===== config.mk =====
export PLATFORM = sky130hd
export DESIGN_NAME = pll_reset_sequencer
export DESIGN_NICKNAME = d
export VERILOG_FILES = /design/src/rtl/pll_reset_sequencer.sv
export SDC_FILE = /design/constraint.sdc
export NUM_CORES = 1
export LEC_CHECK = 0
export ABC_AREA = 1
export CORE_UTILIZATION = 54
export DETAILED_ROUTE_END_ITERATION = 8
export PLACE_DENSITY = 0.79
export SYNTH_ARGS = -nofsm -noshare
export SYNTH_HDL_FRONTEND = slang
export SYNTH_SLANG_ARGS = --single-unit

===== constraint.sdc =====
create_clock -name i_clk_100m_in -period 1.75 [get_ports i_clk_100m_in]
set_input_delay 0.35 -clock i_clk_100m_in [delete_from_list [all_inputs] [get_ports i_clk_100m_in]]
set_output_delay 0.35 -clock i_clk_100m_in [all_outputs]
set_load 0.02 [all_outputs]

===== src/rtl/pll_reset_sequencer.sv =====
// pll_reset_sequencer
// Brings up the clock-manager PLL from the always-present 100 MHz reference.
// It pulses the PLL reset and waits for lock, retrying on timeout. Once lock
// has been continuously stable it releases the SDR datapath domain resets one
// at a time. Loss of lock drops every domain back into reset. A FAIL state is
// latched after too many timeout retries.
//
// Ports:
//   i_clk_100m_in  reference clock, the only clock in this block
//   i_rst_n        asynchronous active-low reset
//   i_pll_locked   raw asynchronous PLL lock (2-flop synchronised inside)
//   i_restart_req  single-cycle request to re-run the whole sequence
//   o_pll_rst_n    PLL reset, active low
//   o_dom_rst_n    domain resets, active low:
//                  [0] adc105 [1] ddc600 [2] fft1200 [3] eth125 [4] eth250
//   o_sys_ready    high while running with all domains released
//   o_lock_lost    sticky flag: lock dropped during RELEASE or RUN
//   o_fail         high in FAIL
//   o_retry_cnt    lock-timeout retries used in the current bring-up
//   o_state        PLL_RST=0 WAIT_LOCK=1 STABLE=2 RELEASE=3 RUN=4 FAIL=5
module pll_reset_sequencer #(
  parameter int PLL_RST_CYCLES      = 16,
  parameter int LOCK_TIMEOUT_CYCLES = 100000,
  parameter int LOCK_STABLE_CYCLES  = 1024,
  parameter int STAGGER_CYCLES      = 8,
  parameter int MAX_RETRIES         = 3
) (
  input  logic       i_clk_100m_in,
  input  logic       i_rst_n,
  input  logic       i_pll_locked,
  input  logic       i_restart_req,
  output logic       o_pll_rst_n,
  output logic [4:0] o_dom_rst_n,
  output logic       o_sys_ready,
  output logic       o_lock_lost,
  output logic       o_fail,
  output logic [3:0] o_retry_cnt,
  output logic [2:0] o_state
);

  typedef enum logic [2:0] {
    ST_PLL_RST   = 3'd0,
    ST_WAIT_LOCK = 3'd1,
    ST_STABLE    = 3'd2,
    ST_RELEASE   = 3'd3,
    ST_RUN       = 3'd4,
    ST_FAIL      = 3'd5
  } state_t;

  // One shared cycle counter serves every timed state, so it is sized for the
  // longest interval.
  localparam int MAX_AB  = (PLL_RST_CYCLES > LOCK_TIMEOUT_CYCLES) ? PLL_RST_CYCLES : LOCK_TIMEOUT_CYCLES;
  localparam int MAX_CD  = (LOCK_STABLE_CYCLES > STAGGER_CYCLES) ? LOCK_STABLE_CYCLES : STAGGER_CYCLES;
  localparam int CNT_MAX = (MAX_AB > MAX_CD) ? MAX_AB : MAX_CD;
  localparam int CW      = (CNT_MAX < 2) ? 1 : $clog2(CNT_MAX);

  localparam logic [CW-1:0] CNT_ZERO     = {CW{1'b0}};
  localparam logic [CW-1:0] CNT_ONE      = CW'(1);
  localparam logic [CW-1:0] PLL_RST_LAST = CW'(PLL_RST_CYCLES - 1);
  localparam logic [CW-1:0] TIMEOUT_LAST = CW'(LOCK_TIMEOUT_CYCLES - 1);
  localparam logic [CW-1:0] STABLE_LAST  = CW'(LOCK_STABLE_CYCLES - 1);
  localparam logic [CW-1:0] STAGGER_LAST = CW'(STAGGER_CYCLES - 1);
  localparam logic [3:0]    RETRY_MAX    = 4'(MAX_RETRIES);

  state_t      r_state;
  logic [CW-1:0] r_cnt;
  logic [2:0]  r_idx;
  logic [3:0]  r_retry;
  logic [4:0]  r_dom;
  logic        r_pll_rst_n;
  logic        r_sys_ready;
  logic        r_lock_lost;
  logic        r_fail;
  logic        r_lock_meta;
  logic        r_lock_sync;

  state_t      w_state_nx;
  logic [CW-1:0] w_cnt_nx;
  logic [2:0]  w_idx_nx;
  logic [3:0]  w_retry_nx;
  logic [4:0]  w_dom_nx;
  logic        w_lost_nx;
  logic        w_lock_s;

  // Saturating counter step; the counter must never wrap back to zero.
  function automatic logic [CW-1:0] sat_inc(input logic [CW-1:0] v);
    if (v == {CW{1'b1}}) begin
      return v;
    end else begin
      return v + CNT_ONE;
    end
  endfunction

  assign w_lock_s = r_lock_sync;

  // Two-flop synchroniser for the asynchronous PLL lock input.
  always_ff @(posedge i_clk_100m_in or negedge i_rst_n) begin
    if (!i_rst_n) begin
      r_lock_meta <= 1'b0;
      r_lock_sync <= 1'b0;
    end else begin
      r_lock_meta <= i_pll_locked;
      r_lock_sync <= r_lock_meta;
    end
  end

  // Next-state, counter, retry and release-mask logic. Restart beats lock
  // loss, lock loss beats timeout, and timeout beats normal counting.
  always_comb begin
    w_state_nx = r_state;
    w_cnt_nx   = r_cnt;
    w_idx_nx   = r_idx;
    w_retry_nx = r_retry;
    w_dom_nx   = r_dom;
    w_lost_nx  = r_lock_lost;
    if (i_restart_req) begin
      w_state_nx = ST_PLL_RST;
      w_cnt_nx   = CNT_ZERO;
      w_idx_nx   = 3'd0;
      w_retry_nx = 4'd0;
      w_dom_nx   = 5'b00000;
      w_lost_nx  = 1'b0;
    end else begin
      case (r_state)
        ST_PLL_RST: begin
          w_dom_nx = 5'b00000;
          if (r_cnt >= PLL_RST_LAST) begin
            w_state_nx = ST_WAIT_LOCK;
            w_cnt_nx   = CNT_ZERO;
          end else begin
            w_cnt_nx = sat_inc(r_cnt);
          end
        end
        ST_WAIT_LOCK: begin
          if (w_lock_s) begin
            w_state_nx = ST_STABLE;
            w_cnt_nx   = CNT_ZERO;
          end else if (r_cnt >= TIMEOUT_LAST) begin
            w_cnt_nx = CNT_ZERO;
            if (r_retry >= RETRY_MAX) begin
              w_state_nx = ST_FAIL;
            end else begin
              w_state_nx = ST_PLL_RST;
              w_retry_nx = r_retry + 4'd1;
            end
          end else begin
            w_cnt_nx = sat_inc(r_cnt);
          end
        end
        ST_STABLE: begin
          // A glitch restarts the lock wait without consuming a retry.
          if (!w_lock_s) begin
            w_state_nx = ST_WAIT_LOCK;
            w_cnt_nx   = CNT_ZERO;
          end else if (r_cnt >= STABLE_LAST) begin
            w_state_nx = ST_RELEASE;
            w_cnt_nx   = CNT_ZERO;
            w_idx_nx   = 3'd0;
          end else begin
            w_cnt_nx = sat_inc(r_cnt);
          end
        end
        ST_RELEASE: begin
          if (!w_lock_s) begin
            w_state_nx = ST_PLL_RST;
            w_cnt_nx   = CNT_ZERO;
            w_idx_nx   = 3'd0;
            w_dom_nx   = 5'b00000;
            w_lost_nx  = 1'b1;
          end else if (r_cnt >= STAGGER_LAST) begin
            w_cnt_nx = CNT_ZERO;
            w_dom_nx = r_dom | (5'b00001 << r_idx);
            if (r_idx >= 3'd4) begin
              w_state_nx = ST_RUN;
              w_retry_nx = 4'd0;
            end else begin
              w_idx_nx = r_idx + 3'd1;
            end
          end else begin
            w_cnt_nx = sat_inc(r_cnt);
          end
        end
        ST_RUN: begin
          if (!w_lock_s) begin
            w_state_nx = ST_PLL_RST;
            w_cnt_nx   = CNT_ZERO;
            w_idx_nx   = 3'd0;
            w_dom_nx   = 5'b00000;
            w_lost_nx  = 1'b1;
          end else begin
            w_state_nx = ST_RUN;
          end
        end
        ST_FAIL: begin
          w_dom_nx = 5'b00000;
        end
        default: begin
          w_state_nx = ST_PLL_RST;
          w_cnt_nx   = CNT_ZERO;
          w_idx_nx   = 3'd0;
          w_dom_nx   = 5'b00000;
        end
      endcase
    end
  end

  // State, counters and registered outputs. Outputs are derived from the next
  // state so they change on the same edge as the state itself.
  always_ff @(posedge i_clk_100m_in or negedge i_rst_n) begin
    if (!i_rst_n) begin
      r_state     <= ST_PLL_RST;
      r_cnt       <= CNT_ZERO;
      r_idx       <= 3'd0;
      r_retry     <= 4'd0;
      r_dom       <= 5'b00000;
      r_pll_rst_n <= 1'b0;
      r_sys_ready <= 1'b0;
      r_lock_lost <= 1'b0;
      r_fail      <= 1'b0;
    end else begin
      r_state     <= w_state_nx;
      r_cnt       <= w_cnt_nx;
      r_idx       <= w_idx_nx;
      r_retry     <= w_retry_nx;
      r_dom       <= w_dom_nx;
      r_pll_rst_n <= (w_state_nx != ST_PLL_RST) && (w_state_nx != ST_FAIL);
      // Rises one cycle after RUN entry, i.e. one cycle after the last domain
      // release, and drops on the same edge that leaves RUN.
      r_sys_ready <= (r_state == ST_RUN) && (w_state_nx == ST_RUN);
      r_lock_lost <= w_lost_nx;
      r_fail      <= (w_state_nx == ST_FAIL);
    end
  end

  assign o_pll_rst_n = r_pll_rst_n;
  assign o_dom_rst_n = r_dom;
  assign o_sys_ready = r_sys_ready;
  assign o_lock_lost = r_lock_lost;
  assign o_fail      = r_fail;
  assign o_retry_cnt = r_retry;
  assign o_state     = r_state;

endmodule

== Word level (Yosys, flattened, before mapping) ==
Index checks and enable logic that the tools add are counted.
Cells by class
  add/sub/neg operators: 3
  $lt $le $gt $ge: 6
  equal/unequal tests: 24
  shifts and indexed selects: 1
  muxes and demuxes: 47
  bitwise logic cells: 1
  reductions and logical operators: 14
Operators by type and width (count)
  2-to-1 mux 17 bit: 10
  case mux 17 bit (6 select lines): 1
  2-to-1 mux 3 bit: 18
  != test 3 bit (second input constant): 10
  2-to-1 mux 4 bit: 7
  2-to-1 mux 5 bit: 4
  case mux 3 bit (6 select lines): 1
  adder 17 x 1 -> 17 bit (second input constant): 1
  equality test 17 bit (second input constant): 1
  >= comparator 17 x 10 -> 1 bit (second input constant): 1
  >= comparator 17 bit (second input constant): 1
  >= comparator 17 x 3 -> 1 bit (second input constant): 1
  >= comparator 17 x 4 -> 1 bit (second input constant): 1
  case mux 5 bit (3 select lines): 1
  equality test 3 bit (second input constant): 4
  case mux 3 bit (4 select lines): 1
  != test 4 bit (second input constant): 2
  case mux 4 bit (2 select lines): 1
  AND reduction 7 bit: 1
  equality test 3 x 2 -> 1 bit (second input constant): 2
  AND reduction 6 bit: 1
  nonzero test 3 bit: 2
  bitwise OR 5 bit: 1
  left shift 1 x 3 -> 5 bit (first input constant): 1
  15 further kinds: 22
Word-level totals
  register bits after elaboration: 38
  bits of input ports: 4
  output and inout bits: 16
  logic and storage cells: 107

== Longest topological paths before layout ==
  depth in word-level cells: 8
  mapped depth: 15
  mapped depth without buffers: 15

== Worst setup path before layout ==
Ideal clock, no wire load.
  kind: register to register
  start: register r_cnt[0]
  end: register r_cnt[12]
  setup time: 118 ps
  data arrival time: 1624 ps
  required time: 1632 ps
  slack: 8 ps
  stages on the path, launching flop included: 12
  path buffers: 1
  clock period less this slack: 1742 ps
  cell sequence: dfrtp_1 > ha_1 > nand2_1 > nor2_2 > nand2_2 > inv_4 > nand2_2 > nand4_2 > o2111ai_4 > buf_6 > nand3_1 > nand2_1
On the way
  longest elaborated chain between the ends: 6
  elaborated cells on any way between the ends: 16
  those cells by class: add/sub (1); order compare (4); eq/ne (1); mux (10)
Ends and longest elaborated chain
  start, declared: RTL line 66  | logic [CW-1:0] r_cnt;
  start signal, assigned: RTL line 222  | r_cnt <= w_cnt_nx;
  adder 17 x 1 -> 17 bit / equality test 17 bit (equally long branches): RTL line 90, 87
  2-to-1 mux 17 bit: RTL line 87  | if (v == {CW{1'b1}}) begin
  2-to-1 mux 17 bit (on tied branches): RTL line 170, 138, 155
  2-to-1 mux 17 bit (on tied branches): RTL line 164, 135, 152
  case mux 17 bit (6 select lines) (*): RTL line 124  | case (r_state)
  2-to-1 mux 17 bit (*): RTL line 116  | if (i_restart_req) begin
Mark *: on every way between the ends. The rest lies on a longest branch, timed or not.
A chain may end at the register's enable or synchronous reset.

== Worst setup path after layout ==
  start: register r_cnt[1]
  end: register r_cnt[14]
Same word-level chain as after synthesis.

==> impl_results.md <==
* Post-synth top flop: dfrtp_1
* Worst path slowest cell: dfrtp_1
* Post-synth EDFFs at 0
* IO Count at 20
* Critical path type: reg2reg
* Gr usage total at 0.290
* CTS buffer count at 5
* CTS Buffer Depth at 2
* Initial Util at 0.579
* Count leader, synth: nand2_1
* Clock Sinks at 38
* R2R cell count at 11
* Die Area at 0.00552 mm²
* Layout cells sized above 1 at 0.401
* Crit path time final at 1820 ps
* R2r setup slk at -70 ps
* Worst Path Buf+Inv at 2
* Vias at around 2,900
* ANT cells at 0
* Worst hold slack at -12.6 ps
* Antenna violations before repair at 0
* Reg-to-Reg Start: r_cnt[1]
* Post-Synthesis Cell Area at 0.00282 mm²
* Post-layout util at 0.791
* Vias in the first global route at 2,620
* Post-synthesis area per instance at 7.30 µm²
* Pre-CTS setup slack at -49.3 ps
* GPL Wtd Cong at 0.960
* Row count at 25
* Hold Crit Class: in2async
* Netlist cell types at 38
* CP arrival at 2020 ps
* Clock-pin transition on the worst setup and hold timing paths at 90 ps
* Grt ovf at 0
* DIE HEIGHT at 74.3 µm
* Die width at 74.3 µm
* Peak supply drop at approximately 0.00053 V
* Worst setup margin at -67.8 ps
* WP data required at approximately 2000 ps
* WL/cell at 16.3 µm
* Worst path cell trace: buf_6 > nand2_4 > nor2_4 > nand2_2 > nand2_2 > nand3_2 > nand4_4 > o2111ai_4 > clkbuf_16 > nand2_1 > o21ai_1
* Final instance count without filler cells at 518
* Final hold vios at 5
* Number of max-cap violations at 0
* CP Capture Type: flip-flop
* # setup viols final at 22
* IO buf count at 19
* Highest Clock Rate at 550 MHz
* Post-synthesis async set-or-reset flop share at 1.00
* Slew Limit Fails at 0
* H-tree depth at 2
* Status: complete, but fails checks
* First-pass iteration count of the detailed router at 5
* Startpoint Class: flip-flop
* Failing checks: negative hold slack, negative setup slack
* Initial DRC Count at 281
* Power Total at 1.71 mW
* Worst r2r dst: r_cnt[14]
* Post-Place Cell Area at 0.00329 mm²
* Synth top cells by count: nand2_1 (103), nor2_1 (41), dfrtp_1 (38)
* Relative slew margins at 0.677
* Via density at roughly 5.6
* Area grow syn2layout at 36.7%
* Worst skew pair latency at 310 ps
* Slowest stage delay, CP at 420 ps
* P per Cell Area at ~440 mW/mm²
* Gate count after technology mapping at 387
* Largest net degree at the start of global routing at 21
* CTS Root Cell: clkbuf_8
* DPL Wire Length at 5.14 mm
* Post-route clock period utilization at 1.04
* Post-route cell area at ~0.0039 mm²
* Cell family with most CP delay: simple AND/OR/NAND/NOR gates
* Final clock skew at between 10 and 15 ps
* CP most frequent cell: nand2_2
* Syn nets at ~400
* RSZ-0062 raised after global routing: yes
* Worst Setup SP: r_cnt[1]
* Post-route ant nets at 0
* Sequential-to-total area share from yosys stat at 0.337
* Placed insts at 495
* Global-route wire length before repair at around 12 mm
* CP max FO at 7
* Number of synthesized register bits at 38
* Worst Tran Pin Value at ~480 ps
* DRT Wirelength at 8.47 mm
* Top post-synthesis cells by area: dfrtp_1 (34%), nand2_1 (14%), nand3_1 (5.8%)
* Fin Setup TNS at -898 ps
* Synth area leader: dfrtp_1
* Drt drc at 0
* Nets at roughly 460
* Cts hold-fix bufs at 0
* TritonCTS clock tree: built
* Core area at 0.00488 mm²
* Synthesis warning total at 0
* Pleak at 1.93 nW
* Top cell type's share of synthesized area at 0.337
[state kept, by name (all words and copies together), names as in the netlist]
signal	count
r_idx	3
o_fail	1
o_sys_ready	1
o_dom_rst_n	5
o_lock_lost	1
o_pll_rst_n	1
r_lock_sync	1
o_retry_cnt	4
r_lock_meta	1
o_state	3
r_cnt	17
[layout by cell type (no fill, tap or decap), types with 6 or more instances in the layout]
| cell | instances |
|---|---|
| o21ai_0 | 11 |
| nand2_2 | 21 |
| nor2_1 | 33 |
| nand3_1 | 24 |
| buf_4 | 41 |
| nand4_1 | 7 |
| nand2_4 | 7 |
| nor2_4 | 20 |
| ha_1 | 6 |
| a21oi_1 | 7 |
| clkdlybuf4s50_1 | 16 |
| dfrtp_1 | 22 |
| o21ai_1 | 6 |
| xor2_1 | 7 |
| inv_2 | 12 |
| buf_6 | 6 |
| nand3_2 | 16 |
| dfrtp_2 | 16 |
| nand3_4 | 6 |
| inv_1 | 34 |
| nand2_1 | 83 |
[power breakdown]
group / switching (mW) / total, mW / internal (mW)
clock: 0.360 / 0.640 / 0.281
combinational: 0.0940 / 0.161 / 0.0665
sequential: 0.0188 / 0.910 / 0.891
total: 0.472 / 1.71 / 1.24
[layout make-up]
cell class / count / area [µm²]
multi-input cells: 286 / 1890
fillers: 324 / 1020
flip-flops and latches: 38 / 971
repair buffers: 70 / 643
inverters: 49 / 186
well taps: 67 / 83.8
clock buffers: 5 / 68.8
clock inverters: 3 / 21.3
[worst max path at each step]
| stage | end | slack (ps) | depth (start not counted) |
|---|---|---|---|
| finish | r_cnt[14] | -70 | 11 |
| global route | r_cnt[10] | -180 | 9 |
| CTS | o_pll_rst_n | -20 | 12 |
| detailed placement | r_cnt[1] | -50 | 11 |
| global placement | r_cnt[14] | -20 | 8 |
| floorplan | r_cnt[12] | 8 | 11 |
[routing by layer]
metal,routed length (µm),share of wire,up-vias,GRT usage
met5,0,0,-,0
met4,248,0.029,0,0.119
met3,433,0.051,31,0.0556
met2,4330,0.51,129,0.492
met1,3450,0.41,1374,0.364
li1,-,-,1362,-
[kinds of logic (layout without fill, tap and decap cells)]
| logic type | count (synthesis) | in the layout | share of synthesized area |
|---|---|---|---|
| simple gates | 234 | 235 | 0.420 |
| buf+inv | 64 | 127 | 0.108 |
| flops | 38 | 38 | 0.337 |
| compound gates | 34 | 34 | 0.0713 |
| xor+xnor | 8 | 8 | 0.0248 |
| fa+ha+maj | 7 | 7 | 0.0310 |
| mux | 2 | 2 | 0.00753 |
[what timing repair did]
| action | CTS | global route |
|---|---|---|
| gates cloned | 1 | 1 |
| gates resized for setup | 19 | 85 |
| setup endpoints to repair | 25 | 34 |
| pin swaps | 0 | 26 |
| buffers inserted | 0 | 13 |
(Power assumes the default switching activity.)
